[src/rtl/mips_pkg.sv]
// mips_pkg: shared constants and types for the multicycle MIPS control path.
//   - opcode / funct field encodings
//   - alucontrol encodings and the internal aluop encoding
//   - mc_state_t, the multicycle controller state enum
// Optional feature macro: MC_BNE_EN adds the BNE state to mc_state_t.
package mips_pkg;

  localparam logic [5:0] OP_RTYPE = 6'b000000;
  localparam logic [5:0] OP_LW    = 6'b100011;
  localparam logic [5:0] OP_SW    = 6'b101011;
  localparam logic [5:0] OP_BEQ   = 6'b000100;
  localparam logic [5:0] OP_BNE   = 6'b000101;
  localparam logic [5:0] OP_ADDI  = 6'b001000;
  localparam logic [5:0] OP_J     = 6'b000010;

  localparam logic [5:0] FUNCT_ADD = 6'b100000;
  localparam logic [5:0] FUNCT_SUB = 6'b100010;
  localparam logic [5:0] FUNCT_AND = 6'b100100;
  localparam logic [5:0] FUNCT_OR  = 6'b100101;
  localparam logic [5:0] FUNCT_SLT = 6'b101010;

  localparam logic [2:0] ALU_AND = 3'b000;
  localparam logic [2:0] ALU_OR  = 3'b001;
  localparam logic [2:0] ALU_ADD = 3'b010;
  localparam logic [2:0] ALU_SUB = 3'b110;
  localparam logic [2:0] ALU_SLT = 3'b111;

  localparam logic [1:0] ALUOP_ADD   = 2'b00;
  localparam logic [1:0] ALUOP_SUB   = 2'b01;
  localparam logic [1:0] ALUOP_FUNCT = 2'b10;

  typedef enum logic [3:0] {
    FETCH,
    DECODE,
    MEMADR,
    MEMRD,
    MEMWB,
    MEMWR,
    EXECUTE,
    ALUWB,
    BRANCH,
    ADDIEX,
    ADDIWB,
    JUMP
`ifdef MC_BNE_EN
    , BNE
`endif
  } mc_state_t;

endpackage

[src/rtl/mc_controller_aludec.sv]
// aludec: purely combinational ALU decoder.
// Ports:
//   funct      in  6  instruction[5:0]
//   aluop      in  2  00 add, 01 sub, 10 decode funct
//   alucontrol out 3  ALU operation select
// Unlisted aluop/funct combinations fall back to add so no X is driven.
module aludec
  import mips_pkg::*;
(
  input  logic [5:0] funct,
  input  logic [1:0] aluop,
  output logic [2:0] alucontrol
);

  always_comb begin
    alucontrol = ALU_ADD;
    case (aluop)
      ALUOP_ADD: alucontrol = ALU_ADD;
      ALUOP_SUB: alucontrol = ALU_SUB;
      ALUOP_FUNCT: begin
        case (funct)
          FUNCT_ADD: alucontrol = ALU_ADD;
          FUNCT_SUB: alucontrol = ALU_SUB;
          FUNCT_AND: alucontrol = ALU_AND;
          FUNCT_OR:  alucontrol = ALU_OR;
          FUNCT_SLT: alucontrol = ALU_SLT;
          default:   alucontrol = ALU_ADD;
        endcase
      end
      default: alucontrol = ALU_ADD;
    endcase
  end

endmodule

[src/rtl/mc_controller.sv]
// mc_controller: Moore control FSM plus ALU decoder for the multicycle MIPS
// datapath (shared memory, single ALU).
// Ports:
//   clk, reset           core clock, synchronous active-high reset
//   op, funct            instruction register fields
//   zero                 ALU zero flag (only feeds pcen)
//   pcen, memwrite, irwrite, regwrite   enables
//   iord, memtoreg, regdst, alusrca, alusrcb, pcsrc   datapath selects
//   alucontrol           ALU operation
// Optional feature macro: MC_BNE_EN adds a BNE state for opcode 000101.
//
// state   | meaning
// FETCH   | load IR, PC <= PC + 4
// DECODE  | compute branch target, dispatch on op
// MEMADR  | ALU computes rs + imm for lw/sw
// MEMRD   | read memory at ALUOut
// MEMWB   | write loaded data to rt
// MEMWR   | write rt to memory at ALUOut
// EXECUTE | R-type ALU operation
// ALUWB   | write ALU result to rd
// BRANCH  | beq compare, take branch when zero
// ADDIEX  | rs + imm
// ADDIWB  | write result to rt
// JUMP    | PC <= jump target
// BNE     | bne compare, take branch when not zero (MC_BNE_EN only)
module mc_controller
  import mips_pkg::*;
(
  input  logic       clk,
  input  logic       reset,
  input  logic [5:0] op,
  input  logic [5:0] funct,
  input  logic       zero,
  output logic       pcen,
  output logic       memwrite,
  output logic       irwrite,
  output logic       regwrite,
  output logic       iord,
  output logic       memtoreg,
  output logic       regdst,
  output logic       alusrca,
  output logic [1:0] alusrcb,
  output logic [1:0] pcsrc,
  output logic [2:0] alucontrol
);

  mc_state_t  state, state_next;
  logic       pcwrite;
  logic       branch;
  logic [1:0] aluop;
  logic [2:0] alu_dec;
`ifdef MC_BNE_EN
  logic       bne;
`endif

  always_ff @(posedge clk) begin
    if (reset) state <= FETCH;
    else       state <= state_next;
  end

  always_comb begin
    state_next = FETCH;
    case (state)
      FETCH: state_next = DECODE;
      DECODE: begin
        case (op)
          OP_LW, OP_SW: state_next = MEMADR;
          OP_RTYPE:     state_next = EXECUTE;
          OP_BEQ:       state_next = BRANCH;
          OP_ADDI:      state_next = ADDIEX;
          OP_J:         state_next = JUMP;
`ifdef MC_BNE_EN
          OP_BNE:       state_next = BNE;
`else
          OP_BNE:       state_next = FETCH;
`endif
          default:      state_next = FETCH;
        endcase
      end
      MEMADR:  state_next = (op == OP_LW) ? MEMRD : MEMWR;
      MEMRD:   state_next = MEMWB;
      EXECUTE: state_next = ALUWB;
      ADDIEX:  state_next = ADDIWB;
      default: state_next = FETCH;
    endcase
  end

  // Everything stays at its zero default while reset is high, so an
  // instruction interrupted by reset cannot assert another write enable.
  always_comb begin
    pcwrite  = 1'b0;
    branch   = 1'b0;
    memwrite = 1'b0;
    irwrite  = 1'b0;
    regwrite = 1'b0;
    iord     = 1'b0;
    memtoreg = 1'b0;
    regdst   = 1'b0;
    alusrca  = 1'b0;
    alusrcb  = 2'b00;
    pcsrc    = 2'b00;
    aluop    = ALUOP_ADD;
`ifdef MC_BNE_EN
    bne      = 1'b0;
`endif
    if (!reset) begin
      case (state)
        FETCH: begin
          irwrite = 1'b1;
          pcwrite = 1'b1;
          alusrcb = 2'b01;
        end
        DECODE: alusrcb = 2'b11;
        MEMADR: begin
          alusrca = 1'b1;
          alusrcb = 2'b10;
        end
        MEMRD: iord = 1'b1;
        MEMWB: begin
          memtoreg = 1'b1;
          regwrite = 1'b1;
        end
        MEMWR: begin
          iord     = 1'b1;
          memwrite = 1'b1;
        end
        EXECUTE: begin
          alusrca = 1'b1;
          aluop   = ALUOP_FUNCT;
        end
        ALUWB: begin
          regdst   = 1'b1;
          regwrite = 1'b1;
        end
        BRANCH: begin
          alusrca = 1'b1;
          aluop   = ALUOP_SUB;
          pcsrc   = 2'b01;
          branch  = 1'b1;
        end
        ADDIEX: begin
          alusrca = 1'b1;
          alusrcb = 2'b10;
        end
        ADDIWB: regwrite = 1'b1;
        JUMP: begin
          pcsrc   = 2'b10;
          pcwrite = 1'b1;
        end
`ifdef MC_BNE_EN
        BNE: begin
          alusrca = 1'b1;
          aluop   = ALUOP_SUB;
          pcsrc   = 2'b01;
          bne     = 1'b1;
        end
`endif
        default: ;
      endcase
    end
  end

  aludec u_aludec (
    .funct      (funct),
    .aluop      (aluop),
    .alucontrol (alu_dec)
  );

  // aludec maps aluop 00 to add, so alucontrol needs its own reset gate.
  assign alucontrol = reset ? 3'b000 : alu_dec;

  // Only Mealy term: branch outcome taken straight from the ALU zero flag.
`ifdef MC_BNE_EN
  assign pcen = pcwrite | (branch & zero) | (bne & ~zero);
`else
  assign pcen = pcwrite | (branch & zero);
`endif

endmodule

[config.mk]
export PLATFORM = sky130hd
export DESIGN_NAME = mc_controller
export DESIGN_NICKNAME = d
export VERILOG_FILES = /design/src/rtl/mips_pkg.sv /design/src/rtl/mc_controller_aludec.sv /design/src/rtl/mc_controller.sv
export SDC_FILE = /design/constraint.sdc
export NUM_CORES = 1
export LEC_CHECK = 0
export ABC_CLOCK_PERIOD_IN_PS = 5800
export BUFFER_PORTS_ARGS = -buffer_cell sky130_fd_sc_hd__buf_2
export CORE_AREA = 5 5 42 44
export DETAILED_ROUTE_END_ITERATION = 10
export DIE_AREA = 0 0 47 49
export GPL_TIMING_DRIVEN = 0
export MAX_ROUTING_LAYER = met4
export PLACE_DENSITY = 0.84
export SLEW_MARGIN = 10
export SYNTH_ARGS = -nofsm -noshare
export SYNTH_HDL_FRONTEND = slang
export SYNTH_SLANG_ARGS = --single-unit
[constraint.sdc]
create_clock -name clk -period 5.8 [get_ports clk]
set_input_delay 0.87 -clock clk [delete_from_list [all_inputs] [get_ports clk]]
set_output_delay 0.87 -clock clk [all_outputs]
set_load 0.1 [all_outputs]
==> results by group <==
Setup path
  – Cell breakdown of the critical path: buf_2 > or3_2 > inv_1 > ha_1 > nor4_1 > buf_2
  – Setup crit start kind: primary input
  – Critical path peak fanout: 6
  – Critical Path AT: 2.55 ns
  – Critical setup path kind: in -> out
  – Most used cell, CP: buf_2
  – CP top delay family: simple AND/OR/NAND/NOR gates
  – Worst reg2reg setup slack: 4.55 ns
  – R2R Path End: state[0]
  – Crit. End Element: output pin
  – R2R depth: 5
  – Required time of the critical path: 4.93 ns
  – Bufs and invs on worst path: 3
  – Reg-to-reg startpoint: state[0]
  – Critical Path Slowest Stage Cell: or3_2
  – Slowest stage delay, CP: 0.49 ns

STA
  – RSZ-0062 raised after global routing: no
  – Crit path time final: 3.42 ns
  – Final cycle utilization of the critical path: 58.9%
  – Endpoints failing setup: 0
  – Fmax: 293 MHz
  – Setup TNS: 0 ns
  – Normalized max-slew margin: 67.5%
  – Slew @ Worst Pin: 0.490 ns
  – Hold Fails Final Rpt: 0
  – Slew Limit Fails: 0
  – Clock skew: 0.000190 ns

Logic synthesis
  – Netlist cell types: 41
  – Synth area leaders: dfxtp_1, nor2_1, buf_6, nor4_1, ha_1
  – Post-synth top area cell: dfxtp_1
  – Avg Cell Area, Syn: 7.51 um2
  – Syn nets: 98
  – YS warnings: 0
  – Synth top area share: 13.2%
  – Asr flop ratio synth: 0%
  – Gate Count Post-Synth: 81
  – Synthesized cell area: 608 um2
  – EDFF count, synth: 0
  – Yosys reg bits: 4
  – Primary FF master, synth: dfxtp_1
  – Seq/Total Area, Yosys: 13.2%

Worst hold path
  – Min-delay src: state[3]
  – Hold Path Class: reg -> reg
  – Hold path depth: 2
  – Hold endpoint: state[0]

Global routing
  – Global route overflow: 0
  – Initial antenna violation count: 0
  – Vias in the first global route: 656
  – First-pass GRT wire length: 2530 um
  – Largest net degree at the start of global routing: 11
  – Total GRT Usage: 14.4%

Finish
  – Layout area overhead: 30.9%
  – Final instance count without filler cells: 129
  – Fill cells: 142
  – Leading registers by flop count: state: 4 flops
  – Layout cells sized above 1: 41.6%
  – Layout Nets: 132
  – Inserted Diodes: 0
  – Largest register FFs: 4
  – Most flop-heavy register: state

Clock tree
  – Clock slew at reported path FFs: 0.04 ns
  – Setup bufs post-CTS: 0
  – Post-CTS Hold Fix Bufs: 0
  – Clk root buf: clkbuf_4
  – CTS tree: yes
  – Clock Latency Late Sink: 0.22 ns
  – CTS resizes: 0
  – H-tree depth: 1
  – TritonCTS Sinks: 4
  – Num CTS Buffers: 3
  – Max Buffers Root-to-Sink: 2

Die
  – Row count: 14
  – DIE HEIGHT: 49 um
  – Die area: 2300 um2
  – Num ports: 30
  – Starting Density: 43.4%
  – Die X-Extent: 47 um
  – Core Footprint: 1400 um2

Place
  – IO buf count: 29
  – RePlAce Congestion: 0.802
  – Placed Cells: 126
  – Detailed Place HPWL: 1290 um

Flow run
  – Max Cap Violations: 0

Outcome
  – Status: completed

Drt
  – DR DRC count: 0
  – Remaining antenna violation count after routing: 0
  – Vias per inst: 5.50
  – TritonRoute pass-1 iters: 5
  – Total Wirelength: 1520 um
  – 1st-iter DRT viols: 12
  – Via count: 709
  – WL per Instance: 11.8 um

Pwr
  – Pleak: 0.344 nW
  – Pwr per Cell Area: 141 nW/um2
  – VDD IR max: 0.000123 V
-- per-stage QoR --
step                      hold slack (ns)  worst slack (ns)  power (mW)  instance area, um2  utilization, %
after CTS                           0.572              2.38       0.113                 796            56.8
after detailed placement            0.570              2.38      0.0798                 773            55.2
final                               0.573              2.38       0.112                 796            56.8
after floorplan                     0.539             0.364      0.0668                 608               -
after global routing                0.606              2.33       0.120                 796            56.8
after global placement              0.565              2.41      0.0787                 773            55.2
-- cell usage after synthesis, types with 2 or more instances --
library cell,count
a21oi_1,3
nor3b_1,2
inv_1,5
nand2_1,2
dfxtp_1,4
nand3_1,5
a211oi_1,2
nor4_1,5
buf_6,3
nor2_1,10
nor3_1,5
nand2b_1,2
ha_1,2
nor4_2,2
xor2_1,2
o21ai_0,2
-- worst reg2reg max path: stages (launching register included) --
cell,delay [ns]
dfxtp_1,0.30
buf_6,0.14
nand2b_4,0.15
a21oi_2,0.15
o21bai_2,0.10
a2111oi_2,0.32
-- cells by family after synthesis --
kind of cell | after synthesis | share of synthesized area, %
mux | 1 | 1.65
flops | 4 | 13.2
buf+inv | 10 | 10.5
simple gates | 43 | 43.0
fa+ha+maj | 2 | 4.11
compound gates | 18 | 23.3
xor+xnor | 3 | 4.32
-- worst max-delay path by stage --
stage               cells past startpoint  startpoint            end  slack, ns
global placement                        6       reset  alucontrol[0]       2.41
CTS                                     6       reset  alucontrol[0]       2.38
global route                            6       reset  alucontrol[0]       2.33
detailed placement                      6       reset  alucontrol[0]       2.38
floorplan                               4       reset  alucontrol[0]       0.36
finish                                  6       reset  alucontrol[0]       2.38
-- final cells by class --
type	instances	area [um2]	area share [%]
multi-input cells	67	464	58.3
repair buffers	29	145	18.2
flip-flops and latches	4	80.1	10.1
plain buffers	5	45.0	5.66
clock buffers	3	22.5	2.83
well taps	16	20.0	2.52
inverters	5	18.8	2.36
-- routing by layer --
layer	GRT usage (%)	part of all wire, %	up-vias
met3	2.21	11	0
met2	26.2	51	31
li1	-	-	367
met5	-	0	-
met1	15.6	38	311
met4	2.76	0	0
-- placed cells by master, fill, tap and decap left out, drive strengths merged --
master / count
nor2b: 1
a22oi: 1
or2: 1
a21o: 1
nor4: 7
a2111oi: 1
nand3b: 1
a2bb2oi: 1
a211o: 1
nand3: 5
or3: 2
clkbuf: 4
mux2i: 1
a21oi: 4
nor3: 5
o21a: 1
xor2: 2
nand4b: 1
nor2: 11
nand2: 2
ha: 2
o21ai: 3
inv: 5
xnor2: 1
o21bai: 1
dfxtp: 4
nor3b: 2
a211oi: 3
nand2b: 4
buf: 33
and2: 1
a41oi: 1
-- report_power, final --
part	internal [mW]	switching (mW)
Sequential	0.0285	0.000567
Combinational	0.0141	0.0360
Clock	0.0230	0.00968
Note: power is estimated with default switching activity, not from simulation.
